===== config.mk =====
export PLATFORM = sky130hd
export DESIGN_NAME = iht_engine
export DESIGN_NICKNAME = d
export VERILOG_FILES = /design/src/rtl/iht_engine.sv
export SDC_FILE = /design/constraint.sdc
export NUM_CORES = 2
export LEC_CHECK = 0
export CAP_MARGIN = 40
export CORE_MARGIN = 2
export CORE_UTILIZATION = 30
export CTS_CLUSTER_DIAMETER = 100
export DETAILED_ROUTE_END_ITERATION = 16
export SYNTH_ARGS = -nofsm -noshare
export SYNTH_HDL_FRONTEND = slang
export SYNTH_SLANG_ARGS = --single-unit

===== constraint.sdc =====
create_clock -name clk -period 14.75 [get_ports clk]
set_clock_uncertainty 0.15 [all_clocks]
set_input_delay 2.2125 -clock clk [delete_from_list [all_inputs] [get_ports clk]]
set_output_delay 2.2125 -clock clk [all_outputs]
set_load 0.02 [all_outputs]

===== src/rtl/iht_engine.sv =====
`default_nettype none
// ============================================================================
//  Module      : iht_engine
//  Description : Inverse fast Walsh-Hadamard transform engine. Captures INDEX
//                signed coefficients, runs LOG2N in-place butterfly stages
//                (one per clock, natural/Sylvester order d = 1,2,4,...),
//                then divides by INDEX with an arithmetic shift and returns
//                INDEX unsigned WIDTH-bit samples.
//
//  Ports       : clk      - clock, rising edge
//                rst      - synchronous active-high reset
//                start    - transform request, sampled only while idle
//                coef     - INDEX x CW signed coefficients, captured on the
//                           accepted start edge
//                busy     - high from the accepted start edge until done
//                outdata  - INDEX x WIDTH recovered samples, held between
//                           completions
//                done     - one-cycle pulse when outdata/inexact update
//                inexact  - result was not an exact in-range integer sample
//
//  Revision    : 1.0 - initial release
// ============================================================================
module iht_engine #(
    parameter int INDEX = 32,
    parameter int WIDTH = 5,
    parameter int LOG2N = 5,
    parameter int CW    = 11
) (
    input  logic                          clk,
    input  logic                          rst,
    input  logic                          start,
    input  logic [0:INDEX-1][CW-1:0]      coef,
    output logic                          busy,
    output logic [0:INDEX-1][WIDTH-1:0]   outdata,
    output logic                          done,
    output logic                          inexact
);

    // Internal width: worst-case growth of LOG2N add/sub stages.
    localparam int IW = CW + LOG2N;

    localparam logic [1:0]       c_idle  = 2'd0;
    localparam logic [1:0]       c_run   = 2'd1;
    localparam logic [1:0]       c_scale = 2'd2;
    localparam logic [LOG2N-1:0] c_last  = LOG2N'(LOG2N - 1);
    localparam logic [LOG2N-1:0] c_one   = LOG2N'(1);

    logic [1:0]                 r_state;
    logic [1:0]                 w_state_nxt;
    logic [LOG2N-1:0]           r_s;
    logic [LOG2N-1:0]           w_mask;

    logic signed [IW-1:0]       r_work  [0:INDEX-1];
    logic signed [IW-1:0]       w_stage [0:INDEX-1];
    logic signed [IW-1:0]       w_q     [0:INDEX-1];
    logic [INDEX-1:0]           w_flag;

    logic [0:INDEX-1][WIDTH-1:0] r_outdata;
    logic                       r_done;
    logic                       r_inexact;

    logic                       w_capture;
    logic                       w_step;
    logic                       w_finish;

    // ------------------------------------------------------------------
    // FSM: state register
    // ------------------------------------------------------------------
    always_ff @(posedge clk) begin
        if (rst) begin
            r_state <= c_idle;
        end else begin
            r_state <= w_state_nxt;
        end
    end

    // ------------------------------------------------------------------
    // FSM: next-state logic
    // ------------------------------------------------------------------
    always_comb begin
        w_state_nxt = r_state;
        case (r_state)
            c_idle:  if (start) w_state_nxt = c_run;
            c_run:   if (r_s == c_last) w_state_nxt = c_scale;
            c_scale: w_state_nxt = c_idle;
            default: w_state_nxt = c_idle;
        endcase
    end

    // ------------------------------------------------------------------
    // FSM: output decode
    // ------------------------------------------------------------------
    always_comb begin
        busy      = 1'b0;
        w_capture = 1'b0;
        w_step    = 1'b0;
        w_finish  = 1'b0;
        case (r_state)
            c_idle:  w_capture = start;
            c_run:   begin busy = 1'b1; w_step   = 1'b1; end
            c_scale: begin busy = 1'b1; w_finish = 1'b1; end
            default: ;
        endcase
    end

    // Pair distance for the current stage, d = 2^s, as a bit mask.
    assign w_mask = c_one << r_s;

    // ------------------------------------------------------------------
    // Butterfly network for stage s. Each element finds its partner by
    // flipping bit s of its index; the lower element of the pair takes
    // a+b, the upper takes a-b, so every element is written exactly once.
    // ------------------------------------------------------------------
    for (genvar i = 0; i < INDEX; i++) begin : g_bfly
        logic [LOG2N-1:0] w_idx;
        logic [LOG2N-1:0] w_pidx;
        logic             w_upper;

        assign w_idx   = LOG2N'(i);
        assign w_pidx  = w_idx ^ w_mask;
        assign w_upper = |(w_idx & w_mask);
        assign w_stage[i] = w_upper ? (r_work[w_pidx] - r_work[i])
                                    : (r_work[i] + r_work[w_pidx]);
    end

    // ------------------------------------------------------------------
    // Scaling by 1/INDEX. The arithmetic shift floors; a result is inexact
    // when discarded fraction bits are nonzero or the quotient does not fit
    // the unsigned output range (any bit at or above WIDTH set, which also
    // catches negative quotients through the sign bit).
    // ------------------------------------------------------------------
    for (genvar i = 0; i < INDEX; i++) begin : g_scale
        assign w_q[i]    = r_work[i] >>> LOG2N;
        assign w_flag[i] = (|r_work[i][LOG2N-1:0]) | (|w_q[i][IW-1:WIDTH]);
    end

    // ------------------------------------------------------------------
    // Datapath registers
    // ------------------------------------------------------------------
    always_ff @(posedge clk) begin
        if (rst) begin
            r_s       <= '0;
            r_outdata <= '0;
            r_done    <= 1'b0;
            r_inexact <= 1'b0;
            for (int i = 0; i < INDEX; i++) begin
                r_work[i] <= '0;
            end
        end else begin
            r_done <= 1'b0;
            if (w_capture) begin
                r_s <= '0;
                for (int i = 0; i < INDEX; i++) begin
                    r_work[i] <= IW'($signed(coef[i]));
                end
            end else if (w_step) begin
                r_s <= (r_s == c_last) ? '0 : r_s + c_one;
                for (int i = 0; i < INDEX; i++) begin
                    r_work[i] <= w_stage[i];
                end
            end else if (w_finish) begin
                for (int i = 0; i < INDEX; i++) begin
                    r_outdata[i] <= w_q[i][WIDTH-1:0];
                end
                r_inexact <= |w_flag;
                r_done    <= 1'b1;
            end
        end
    end

    assign outdata = r_outdata;
    assign done    = r_done;
    assign inexact = r_inexact;

endmodule
`default_nettype wire


==> results.md <==
- Clock sinks: 681
- VDD IR max: 151.3 uV
- Pin count of the biggest net entering global routing: 153
- Net Count, Synth: 12360
- Sequential Area: 0.01877 sq mm
- Status: finished, final reports clean
- Fin crit share: 0.5531
- Syn Area/Cell: 7.386 sq um
- Vias in the first global route: 88810
- Post-cts resize count: 0
- Tot GR Track Use: 0.4715
- CTS Root Cell: clkbuf_16
- Hpwl dp: 580.1 mm
- Sequential share of the synthesized area: 0.2226
- Reg2reg setup slack: 6.59 ns
- TritonRoute pass-1 iters: 7
- R2R depth: 21
- Final hold violation count: 0
- Hold Path Sink: outdata[62]
- Post-synthesis async set-or-reset flop share: 0
- Non-filler cells, final: 15870
- DR WL met2: 270.8 mm
- Vias per cell: 6.274
- Final Max Slew Viols: 0
- Layout cells sized above 1: 0.1034
- HP Class: reg2reg
- DR DRC count: 0
- Met1 wire length: 285.8 mm
- Synthesized flop and latch total: 681
- Max-slew headroom: 0.2243
- Htree depth: 3
- Synthesis warning total: 0
- Leak: 39.45 nW
- Placed cell count: 15570
- Ranking of synthesized cells by area: edfxtp_1 (18%), mux2i_1 (10%), ha_1 (8.4%)
- Top_reg_cell synth: edfxtp_1
- Finished Core Util: 0.3642
- Pwr dens: 350.6 mW/mm^2
- Max Used Layer: met5
- CP Launch Type: flop
- Min Clock Period, post-route: 8.158 ns
- IO Port Bufs: 517
- Fillers: 30080
- Width of the die: 534 microns
- CP endpoint kind: flop
- Initial DRC Count: 15800
- Routed wl met3: 77.49 mm
- Wire per inst: 44.22 microns
- CTS Buffer Depth: 4
- Worst R2R End: r_work[4][14]
- Synthesis-to-layout area growth: 20.73%
- Chip height: 534 microns
- Via count: 99550
- Yosys cell types: 82
- Hold Path Cell Cnt: 2
- FP Rows: 194
- Setup Total Neg Slack: 0 ns
- Post-Syn Area: 0.08427 sq mm
- Ports: 518
- CTS buffer count: 101
- Grt total ovfl: 0
- Reg clk slew, reported paths: 0.06 ns
- Power consumption: 35.67 mW
- First-pass GRT wire length: 892.6 mm
- DIE AREA: 0.2852 sq mm
- Actual slew at the worst max-slew pin: 1.163 ns
- CTS tree: done
- RSZ-0062 raised after global routing: false
- Initial antenna violation count: 169
- Synth area leader: edfxtp_1
- Post-Route WL: 701.5 mm
- CP required: 15.16 ns
- Postcts setup bufs: 0
- Peak Freq: 122.6 MHz
- Worst skew pair latency: 0.87 ns
- Synth top area share: 0.1824
- Starting Density: 0.3016
- Worst hold start: outdata[62]
- CORE AREA: 0.2794 sq mm
- CP max FO: 124
- Reg2reg start: r_s[1]
- Hold Buf Count CTS: 0
- Synthesized instance count: 11410
- Post-synth EDFFs: 512
- Arr. time, crit path: 8.57 ns
- Max-cap viol count: 0
- Final ANT Viol Nets: 0
- Multi-input gate area: 0.06167 sq mm
- Final Wtd Congestion: 1.119
- Final #Nets: 12910
- Final setup fails: 0
- Hold slack: 0.3361 ns
- CP Class: reg2reg
worst max-delay path, cell delays in order, from the launching register on:
cell and delay [ns]:
dfxtp_4 0.54, buf_4 0.59, nor4b_4 0.39, buf_4 0.60, buf_12 0.58, buf_4 0.60, buf_4 0.62, nor2_1 0.16
a21oi_1 0.16, nor2_1 0.06, nor2_1 0.50, ha_1 0.29, inv_1 0.07, fa_1 0.45, a21o_1 0.19, a211oi_1 0.26
nor2_1 0.09, o41ai_1 0.67, o211ai_1 0.22, a31oi_1 0.23, xor2_1 0.16, o21ai_0 0.08
final cells by class:
| cell class | instances | share of cell area |
|---|---|---|
| multi-input cells | 9592 | 0.6061 |
| flip-flops and latches | 681 | 0.1845 |
| repair buffers | 1337 | 0.1187 |
| well taps | 3724 | 0.04580 |
| clock buffers | 138 | 0.02841 |
| inverters | 248 | 0.009371 |
| clock inverters | 47 | 0.004636 |
| diodes | 99 | 0.002435 |
metrics by stage:
| stage | setup slack, ns | instance area [sq um] |
|---|---|---|
| finish | 6.592 | 101700 |
| floorplan | 6.362 | 84270 |
| CTS | 6.727 | 101400 |
| global route | 6.271 | 101600 |
| detailed placement | 6.766 | 98000 |
| global placement | 6.752 | 95110 |
how the worst max path moves through the flow:
| stage | startpoint | to | cells after the start |
|---|---|---|---|
| 6_report | r_s[1] | r_work[4][14] | 21 |
| 3_3_place_gp | r_s[1] | r_work[4][14] | 21 |
| 3_5_place_dp | r_s[1] | r_work[4][14] | 21 |
| 4_1_cts | r_s[1] | r_work[4][14] | 21 |
| 2_1_floorplan | rst | r_work[0][0] | 4 |
| 5_1_grt | r_s[1] | r_work[4][12] | 21 |
report_power, final:
part           internal [mW]  switching, mW
registers               3.09           2.22
clock network           1.47           1.09
logic                   9.29           18.5
total                   13.8           21.8
sequential cells by signal, summed over array words and instances, names as in the netlist:
name,count
inexact,1
outdata,160
done,1
r_s,5
r_state,2
r_work,512
per-layer routing:
layer	GRT usage	up-vias
met2	0.6360	6675
li1	-	42120
met5	0	-
met1	0.6192	49340
met4	0.3856	52
met3	0.1313	1364
synthesized netlist by cell type, types with 73 or more instances:
library cell / instances
nand2_1: 939
nand2b_1: 121
a21oi_1: 1188
ha_1: 564
xor2_1: 354
nor3_1: 249
a21o_1: 76
a31oi_1: 135
mux2i_1: 873
clkbuf_1: 671
xnor2_1: 438
nor2b_1: 110
a211oi_1: 149
o31ai_1: 95
edfxtp_1: 512
o21ai_0: 1205
o21a_1: 73
o211ai_1: 87
buf_2: 98
inv_1: 247
mux2_2: 73
nand3_1: 347
nor2_1: 1728
dfxtp_1: 169
and3_1: 77
buf_1: 113
kinds of logic after synthesis:
logic type,count (synthesis),synth area share
compound gates,3349,0.2296
xor+xnor,792,0.08232
fa+ha+maj,596,0.09134
buf+inv,1137,0.05238
flops,681,0.2226
mux,966,0.1188
simple gates,3889,0.2030
cells in the final DEF (no fill, tap or decap), types with 73 or more instances in the layout:
master	n
buf_4	670
a21o_1	76
edfxtp_1	512
clkbuf_16	104
nor3_1	245
nand3_1	347
and3_1	77
nand2_1	936
a31oi_1	132
nor2_1	1718
nor2b_1	109
diode_2	99
xor2_1	354
o21ai_0	1092
dfxtp_1	166
ha_1	562
o31ai_1	93
o21a_1	73
mux2i_1	862
nand2b_1	120
a21oi_1	1144
clkdlybuf4s50_1	516
xnor2_1	438
o211ai_1	87
a211oi_1	146
o21ai_1	101
inv_1	243
mux2_2	73
(Power assumes the default switching activity.)
